<file path="src/rtl/seg7_pkg.sv">
// Shared constants and helpers for the multiplexed 7-segment scan controller.
package seg7_pkg;

  // Active-high segment pattern with every segment dark.
  localparam logic [6:0] SEG_BLANK = 7'h00;

  // Nibble to active-high segments {G,F,E,D,C,B,A}.
  function automatic logic [6:0] hex_to_seg(input logic [3:0] nibble);
    logic [6:0] seg;
    unique case (nibble)
      4'h0: seg = 7'h3F;
      4'h1: seg = 7'h06;
      4'h2: seg = 7'h5B;
      4'h3: seg = 7'h4F;
      4'h4: seg = 7'h66;
      4'h5: seg = 7'h6D;
      4'h6: seg = 7'h7D;
      4'h7: seg = 7'h07;
      4'h8: seg = 7'h7F;
      4'h9: seg = 7'h6F;
      4'hA: seg = 7'h77;
      4'hB: seg = 7'h7C;
      4'hC: seg = 7'h39;
      4'hD: seg = 7'h5E;
      4'hE: seg = 7'h79;
      default: seg = 7'h71;
    endcase
    return seg;
  endfunction

  // Width of a counter holding 0..n-1; never narrower than one bit.
  function automatic int unsigned sel_width(input int unsigned n);
    return (n <= 1) ? 1 : $clog2(n);
  endfunction

endpackage

</file>
<file path="src/rtl/seg7_hex_decoder.sv">
// Combinational nibble-to-segment decoder.
module seg7_hex_decoder
  import seg7_pkg::*;
(
  input  logic [3:0] nibble_i,
  output logic [6:0] seg_o
);

  // Pure lookup, active-high segments.
  assign seg_o = hex_to_seg(nibble_i);

endmodule

</file>
<file path="src/rtl/seg7_scan_ctrl.sv">
// Multiplexed 7-segment scan controller: per-frame snapshot, leading-zero
// suppression, per-digit enable/DP, brightness PWM and registered outputs.
module seg7_scan_ctrl
  import seg7_pkg::*;
#(
  parameter int unsigned NUM_DIGITS     = 4,
  parameter int unsigned TICK_DIV       = 100_000,
  parameter bit          AN_ACTIVE_LOW  = 1'b1,
  parameter bit          CAT_ACTIVE_LOW = 1'b1
) (
  input  logic                    clk_i,
  input  logic                    reset_i,
  input  logic [4*NUM_DIGITS-1:0] hex_val_i,
  input  logic [NUM_DIGITS-1:0]   dp_en_i,
  input  logic [NUM_DIGITS-1:0]   digit_en_i,
  input  logic                    lz_suppress_i,
  input  logic [3:0]              brightness_i,
  output logic [NUM_DIGITS-1:0]   seg_an_o,
  output logic [7:0]              seg_cat_o,
  output logic                    frame_start_o
);

  localparam int unsigned SelW  = sel_width(NUM_DIGITS);
  localparam int unsigned TickW = $clog2(TICK_DIV);
  localparam logic [SelW-1:0]       LastSel  = SelW'(NUM_DIGITS - 1);
  localparam logic [TickW-1:0]      LastTick = TickW'(TICK_DIV - 1);
  localparam logic [NUM_DIGITS-1:0] AnOff    = AN_ACTIVE_LOW ? {NUM_DIGITS{1'b1}} : '0;
  localparam logic [7:0]            CatOff   = CAT_ACTIVE_LOW ? 8'hFF : 8'h00;

  logic [TickW-1:0]        tick_q, tick_d;
  logic [SelW-1:0]         sel_q, sel_d;
  logic [3:0]              pwm_q;
  logic                    first_q;
  logic [4*NUM_DIGITS-1:0] snap_hex_q;
  logic [NUM_DIGITS-1:0]   snap_dp_q, snap_en_q;
  logic                    snap_lz_q;
  logic                    frame_start_q;
  logic [NUM_DIGITS-1:0]   seg_an_q, seg_an_d;
  logic [7:0]              seg_cat_q, seg_cat_d;

  logic                    tick_wrap, take_snap, visible, pwm_on, all_zero;
  logic [NUM_DIGITS-1:0]   lz_mask, an_onehot;
  logic [3:0]              cur_nibble;
  logic [6:0]              cur_seg;
  logic [7:0]              cat_raw;

  // Scan counters; snapshot on entry to digit 0 and on the first cycle out of reset.
  always_comb begin
    tick_wrap = (tick_q == LastTick);
    tick_d    = tick_wrap ? '0 : tick_q + 1'b1;
    sel_d     = sel_q;
    if (tick_wrap) begin
      sel_d = (sel_q == LastSel) ? '0 : sel_q + 1'b1;
    end
    take_snap = first_q | (tick_wrap & (sel_q == LastSel));
  end

  // Leading-zero mask: walk from the most significant digit down; digit 0 always shows.
  always_comb begin
    lz_mask  = '0;
    all_zero = 1'b1;
    for (int k = NUM_DIGITS - 1; k >= 0; k--) begin
      all_zero   = all_zero & (snap_hex_q[4*k +: 4] == 4'h0);
      lz_mask[k] = snap_lz_q & all_zero & (k != 0);
    end
  end

  assign cur_nibble = snap_hex_q[{sel_q, 2'b00} +: 4];

  seg7_hex_decoder u_dec (
    .nibble_i (cur_nibble),
    .seg_o    (cur_seg)
  );

  // Output stage next-state; anodes blanked on the last tick to avoid ghosting.
  always_comb begin
    visible          = snap_en_q[sel_q] & ~lz_mask[sel_q];
    pwm_on           = (pwm_q <= brightness_i);
    an_onehot        = '0;
    an_onehot[sel_q] = visible & pwm_on & ~tick_wrap;
    seg_an_d         = AN_ACTIVE_LOW ? ~an_onehot : an_onehot;
    cat_raw          = visible ? {snap_dp_q[sel_q], cur_seg} : {1'b0, SEG_BLANK};
    seg_cat_d        = CAT_ACTIVE_LOW ? ~cat_raw : cat_raw;
  end

  // State registers with synchronous reset.
  always_ff @(posedge clk_i) begin
    if (reset_i) begin
      tick_q        <= '0;
      sel_q         <= '0;
      pwm_q         <= '0;
      first_q       <= 1'b1;
      snap_hex_q    <= '0;
      snap_dp_q     <= '0;
      snap_en_q     <= '0;
      snap_lz_q     <= 1'b0;
      frame_start_q <= 1'b0;
      seg_an_q      <= AnOff;
      seg_cat_q     <= CatOff;
    end else begin
      tick_q        <= tick_d;
      sel_q         <= sel_d;
      pwm_q         <= pwm_q + 4'd1;
      first_q       <= 1'b0;
      frame_start_q <= take_snap;
      seg_an_q      <= seg_an_d;
      seg_cat_q     <= seg_cat_d;
      if (take_snap) begin
        snap_hex_q <= hex_val_i;
        snap_dp_q  <= dp_en_i;
        snap_en_q  <= digit_en_i;
        snap_lz_q  <= lz_suppress_i;
      end
    end
  end

  assign seg_an_o      = seg_an_q;
  assign seg_cat_o     = seg_cat_q;
  assign frame_start_o = frame_start_q;

endmodule

</file>
<file path="config.mk">
export PLATFORM = sky130hd
export DESIGN_NAME = seg7_scan_ctrl
export DESIGN_NICKNAME = d
export VERILOG_FILES = /design/src/rtl/seg7_pkg.sv /design/src/rtl/seg7_hex_decoder.sv /design/src/rtl/seg7_scan_ctrl.sv
export SDC_FILE = /design/constraint.sdc
export NUM_CORES = 1
export LEC_CHECK = 0
export CORE_AREA = 2 2 67 117
export DETAILED_ROUTE_END_ITERATION = 8
export DIE_AREA = 0 0 69 119
export PLACE_DENSITY = 0.86
export SYNTH_ARGS = -nofsm -noshare
export SYNTH_HDL_FRONTEND = slang
export SYNTH_HIERARCHICAL = 1
export SYNTH_SLANG_ARGS = --single-unit
</file>
<file path="constraint.sdc">
create_clock -name clk_i -period 2.1 [get_ports clk_i]
set_input_delay 0.315 -clock clk_i [delete_from_list [all_inputs] [get_ports clk_i]]
set_output_delay 0.315 -clock clk_i [all_outputs]
set_load 0.01 [all_outputs]
</file>
== Word level (Yosys, flattened, before mapping) ==
Memories as Yosys holds them, arrays and structs flattened.
Cells that the tools add are included.
Storage, ports and cells
  bits in read-only memories: 112
  word-level logic and storage cells: 52
  memories kept: 1
  output and inout bits: 13
  bits of input ports: 31
  register bits: 62
Cells by class
  muxes and demuxes: 11
  $lt $le $gt $ge: 3
  reductions and logical operators: 5
  bitwise gates (word level): 15
  eq/ne operators: 2
  add/subtract/negate cells: 3
  shift-type cells: 1
Memories
  (name not given): words 16, width 7, rd ports 1, clocked after Yosys merged registers in 0, wr ports 0, line seg7_pkg.sv:10  | unique case (nibble)
Operators with widths (count)
  17-bit by 1-bit adder with 17-bit output, second input constant: 1
  17-bit equality test, second input constant: 1
  16-bit by 5-bit indexed part select with 4-bit output: 1
  4-bit logical NOT: 3
  1-bit AND: 9
  8-bit 2-to-1 mux: 1
  8-bit NOT: 1
  1-bit binary-select mux with 2-bit select: 3
  1-bit 2-to-1 mux: 5
  4-bit by 1-bit adder with 4-bit output, second input constant: 1
  4-bit AND: 1
  4-bit less-or-equal comparator: 1
  4-bit NOT: 1
  2-bit by 3-bit less-than comparator with 1-bit output, second input constant: 1
  2-bit by 1-bit adder with 2-bit output, second input constant: 1
  1-bit demux with 2-bit select: 1
  2-bit equality test, second input constant: 1
  2-bit by 1-bit >= comparator with 1-bit output, second input constant: 1
  2-bit 2-to-1 mux: 1
  1-bit NOT: 2
  2-bit OR reduction: 1
  1-bit logical AND: 1
  1-bit bitwise OR: 1

== Logic depth before layout (Yosys ltp) ==
Gate-level depths: netlist of the first run.
  word-level depth: 12
  mapped depth: 8
  gate-level depth less buffers: 6

== Hierarchy ==
The synthesis of the first run kept the hierarchy.
Modules (own cells, without submodules)
  seg7_scan_ctrl: instances 1, seq. area each 1241.2 µm², area an instance 3290.7 µm², cells each 406
  seg7_hex_decoder: instances 1, seq. area each 0.0 µm², area an instance 290.3 µm², cells each 33

== Least setup slack after synthesis of the first run ==
OpenSTA, ideal clock, no wires.
  path kind: reg2reg
  start: reg sel_q[0]
  end: reg seg_cat_q[3], in the netlist seg_cat_o[3]
  clock period less this slack: 2120 ps
  required time: 2038 ps
  data arrival time: 2057 ps
  stages on the path, launching flop included: 8
  setup time: 62 ps
  buffers on the path: 1
  setup slack: -20 ps
  cell sequence: dfxtp_1 -> buf_2 -> mux4_2 -> inv_1 -> ha_1 -> inv_1 -> mux4_1 -> nand2_1
Between the ends
  elaborated cells on any way between the ends: 10
  classes of those cells: shift: 1; mux: 5; bitwise: 3; memory: 1
RTL lines
  start: declaration: line seg7_scan_ctrl.sv:31  | logic [SelW-1:0] sel_q, sel_d;
  start signal: assignment: line seg7_scan_ctrl.sv:102  | sel_q <= sel_d;
  16-bit by 5-bit indexed part select with 4-bit output: line seg7_scan_ctrl.sv:68  | assign cur_nibble = snap_hex_q[{sel_q, 2'b00} +: 4];
  via cur_nibble[1]: line seg7_scan_ctrl.sv:43  | logic [3:0] cur_nibble;
  memory read 16 x 7 bit
  via cur_seg[3]: line seg7_scan_ctrl.sv:44  | logic [6:0] cur_seg;
  8-bit 2-to-1 mux: line seg7_scan_ctrl.sv:82  | cat_raw = visible ? {snap_dp_q[sel_q], cur_seg} : {1'b0, SEG_BLANK};
  8-bit NOT: line seg7_scan_ctrl.sv:83  | seg_cat_d = CAT_ACTIVE_LOW ? ~cat_raw : cat_raw;
  end signal: assignment: line seg7_scan_ctrl.sv:99  | seg_cat_q <= CatOff;
  end signal: assignment: line seg7_scan_ctrl.sv:107  | seg_cat_q <= seg_cat_d;
  end: declaration: line seg7_scan_ctrl.sv:39  | logic [7:0] seg_cat_q, seg_cat_d;
The timed path passes the listed nets, and every way through them passes these cells. The select of a mux whose other input is x is not followed.
A chain may end at the register's enable or synchronous reset.

== Worst setup path in the final report of the first run ==
Ends and elaborated chain as after synthesis.

==> qor.csv, run 1 <==
metric,value,unit
"antenna viol nets, final",0,
# port buffers,43,
routability cong.,0.9069,
H-tree Lvls,3,
share of layout cells above drive strength 1,0.09091,
die height,119,µm
Hold Crit Depth,2,
Hold Startpoint,reset_i,
fin util,0.5974,
RSZ-0062 raised after global routing,no,
CTS buffer count,9,
core footprint,7357,µm²
Worst setup SP type,flip-flop,
Worst Path Max Fanout,4,
top-count cell post-synth,nand2_1,
total gr overflow,0,
Synth top area share,0.3466,
placed wire-length estimate,5.897,mm
FILL cells,637,
crit path DAT,2.29,ns
Finished Layout Cells,561,
total power,3.298,mW
Worst R2R End,seg_cat_o[3]$_SDFF_PP1_,
Top delay family on crit path,multiplexers,
"Cell Area, Synth",3581,µm²
first-pass GRT wire length,14.13,mm
Synth Warn #,6,
sequential area share after synthesis,0.3466,
maxcap violations,0,
Residual DRC,0,
syn avg cell area,8.157,µm²
Routed WL per cell,15.17,µm
Worst Hold End,first_q$_DFF_P_,
Final Hold Viols,0,
async set-reset flop share out of synthesis,0,
outcome,"complete, no violations",
Diodes inserted,0,
Post-Route WL,8.513,mm
"EDFF count, synth",0,
post-route cell area,4395,µm²
met3 Usage GRT,0.05076,
final worst-path cycle share,0.9617,
Hold Crit Class,primary input to flip-flop,
Worst Skew,0.005879,ns
Final Slew Violations,0,
net count after synthesis,487,
fmax,495.1,MHz
Max clock buf depth,2,
pin count of the biggest net entering global routing,90,
die footprint,8211,µm²
post-layout minimum cycle time,2.020,ns
post-synth top area cell,dfxtp_1,
worst reg2reg setup slack,0.08,ns
DR pass1 iterations,5,
CTS root buf,clkbuf_16,
Placed Area,4055,µm²
Clock Latency Late Sink,0.34,ns
vias in the first global route,3153,
VDD IR-drop max,553.5,µV
initial antenna violation count,0,
Required @ worst endpoint,2.37,ns
reg2reg path depth,5,
DP Cell Count,544,
row cnt,42,
setup TNS,0,ns
layer with the highest usage,met2,
Vias,3349,
Netlist cell types,43,
RR Startpoint,sel_q[0]$_SDFFE_PP0P_,
fin worst setup slack,0.08034,ns
Synth-to-Final Area Change,22.75,%
Synth Instances,439,
crit path kind,flip-flop to flip-flop,
clock-pin slew on the worst setup and hold paths,0.05,ns
PD cells,750.2,nW/µm²
vias per inst,5.970,
CTS sink cnt,62,
nets,516,
setup violators final,0,
met2 Use GR,0.3894,
Iter 0 DRT Violations,140,
CTS tree,built,
Slew @ Worst Pin,0.6531,ns
Synth top cells by count,"64 x nand2_1, 62 x dfxtp_1, 38 x inv_1, 30 x nor3_1",
WHS,0.4053,ns
"slowest stage delay, CP",0.57,ns
kind of end point of the critical path,flip-flop,
initial core utilization,0.4867,
Most used DFF post-synth,dfxtp_1,
IO Count,44,
largest cells by area after synthesis,"dfxtp_1 35%, nand2_1 6.7%, o32ai_1 6.1%",
Yosys reg bits,62,
Slowest cell on crit path,mux4_2,
Worst slew margin,0.5646,
WP buf/inv,1,
P_leak,1.609,nW
Total GRT Usage,0.2107,
grt met1 use,0.2181,
cts hold-fix bufs,0,
crit path cell chain,mux4_2 -> inv_1 -> ha_1 -> mux4_1 -> nand2_1,
Chip Width,69,µm
Setup Slack @ Placement,0.03942,ns
registers in the layout (all words and copies together), names as in the netlist:
register / cells
tick_q: 17
snap_dp_q: 4
snap_en_q: 4
snap_lz_q: 1
seg_an_o: 4
pwm_q: 4
sel_q: 2
snap_hex_q: 16
seg_cat_o: 8
frame_start_o: 1
first_q: 1
layer usage:
metal  wire [µm]  share of wire  vias to the layer above
li1            -              -                     1630
met1        3160           0.37                     1587
met2        4762           0.56                      109
met3         331          0.039                       23
met4         258          0.030                        0
met5           0              0                        -
kinds of logic after synthesis:
family                     after synthesis  share of synthesized area
AOI/OAI and AO/OA                       44                    0.09399
DFF                                     62                     0.3466
and+or+nand+nor                        213                     0.3089
muxes                                   13                    0.06394
adders and majority gates               17                    0.05940
buffers and inverters                   75                    0.09050
xor gates and xnor gates                15                    0.03669
cell usage in the layout, fill, tap and decap left out, drive strengths merged, types with 2 or more instances in the layout:
cell type	n
clkdlybuf4s50	42
nand3	9
nor2	21
bufinv	2
nor3	30
or3	28
a21oi	9
nor2b	4
buf	13
o21ai	4
and4	3
dfxtp	62
mux2i	3
nand4	11
mux2	3
clkinv	2
nand2	64
xnor2	9
mux4	7
nor4	29
inv	38
or4	4
ha	17
nand2b	3
o32ai	25
clkbuf	12
xor2	6
and2	2
cell type report:
cell class                 count  area, µm²  area share
clock buffer                  12      246.5     0.05608
tap                           88      110.1     0.02505
inverter                      38      142.6     0.03245
multi-input combinational    302       2018      0.4592
clock inverter                 4      70.07     0.01594
timing repair buffer          55      565.5      0.1287
sequential                    62       1242      0.2827
repair_timing:
action / 4_1_cts / 5_1_grt
setup buffers: 0 / 1
setup endpoints to repair: 0 / 2
resized for setup: 0 / 2
where the power goes:
group | internal, mW | switching (mW)
clock network | 1.07 | 0.506
logic | 0.217 | 0.209
registers | 1.25 | 0.0524
worst max-delay path by stage:
stage	cells past startpoint	start	endpoint	slack, ns
after detailed placement	6	sel_q[0]$_SDFFE_PP0P_	seg_cat_o[3]$_SDFF_PP1_	0.04
final	5	sel_q[0]$_SDFFE_PP0P_	seg_cat_o[3]$_SDFF_PP1_	0.08
after CTS	6	sel_q[0]$_SDFFE_PP0P_	seg_cat_o[3]$_SDFF_PP1_	0.01
after global placement	6	sel_q[0]$_SDFFE_PP0P_	seg_cat_o[3]$_SDFF_PP1_	0.15
after global routing	5	tick_q[0]$_SDFF_PP0_	tick_q[13]$_SDFF_PP0_	0.007
after floorplan	7	sel_q[0]$_SDFFE_PP0P_	seg_cat_o[3]$_SDFF_PP1_	0.05
No activity file was read; power rests on OpenSTA's default activity.
==> run 2, diff against run 1 <==
--- a/config.mk
+++ b/config.mk
@@ -9,6 +9,7 @@
 export DETAILED_ROUTE_END_ITERATION = 8
 export DIE_AREA = 0 0 69 119
 export PLACE_DENSITY = 0.86
+export SLEW_MARGIN = 40
 export SYNTH_ARGS = -nofsm -noshare
 export SYNTH_HDL_FRONTEND = slang
 export SYNTH_HIERARCHICAL = 1
==> results of run 2 <==
Final layout, timing and power as in run 1 (identical DEF).
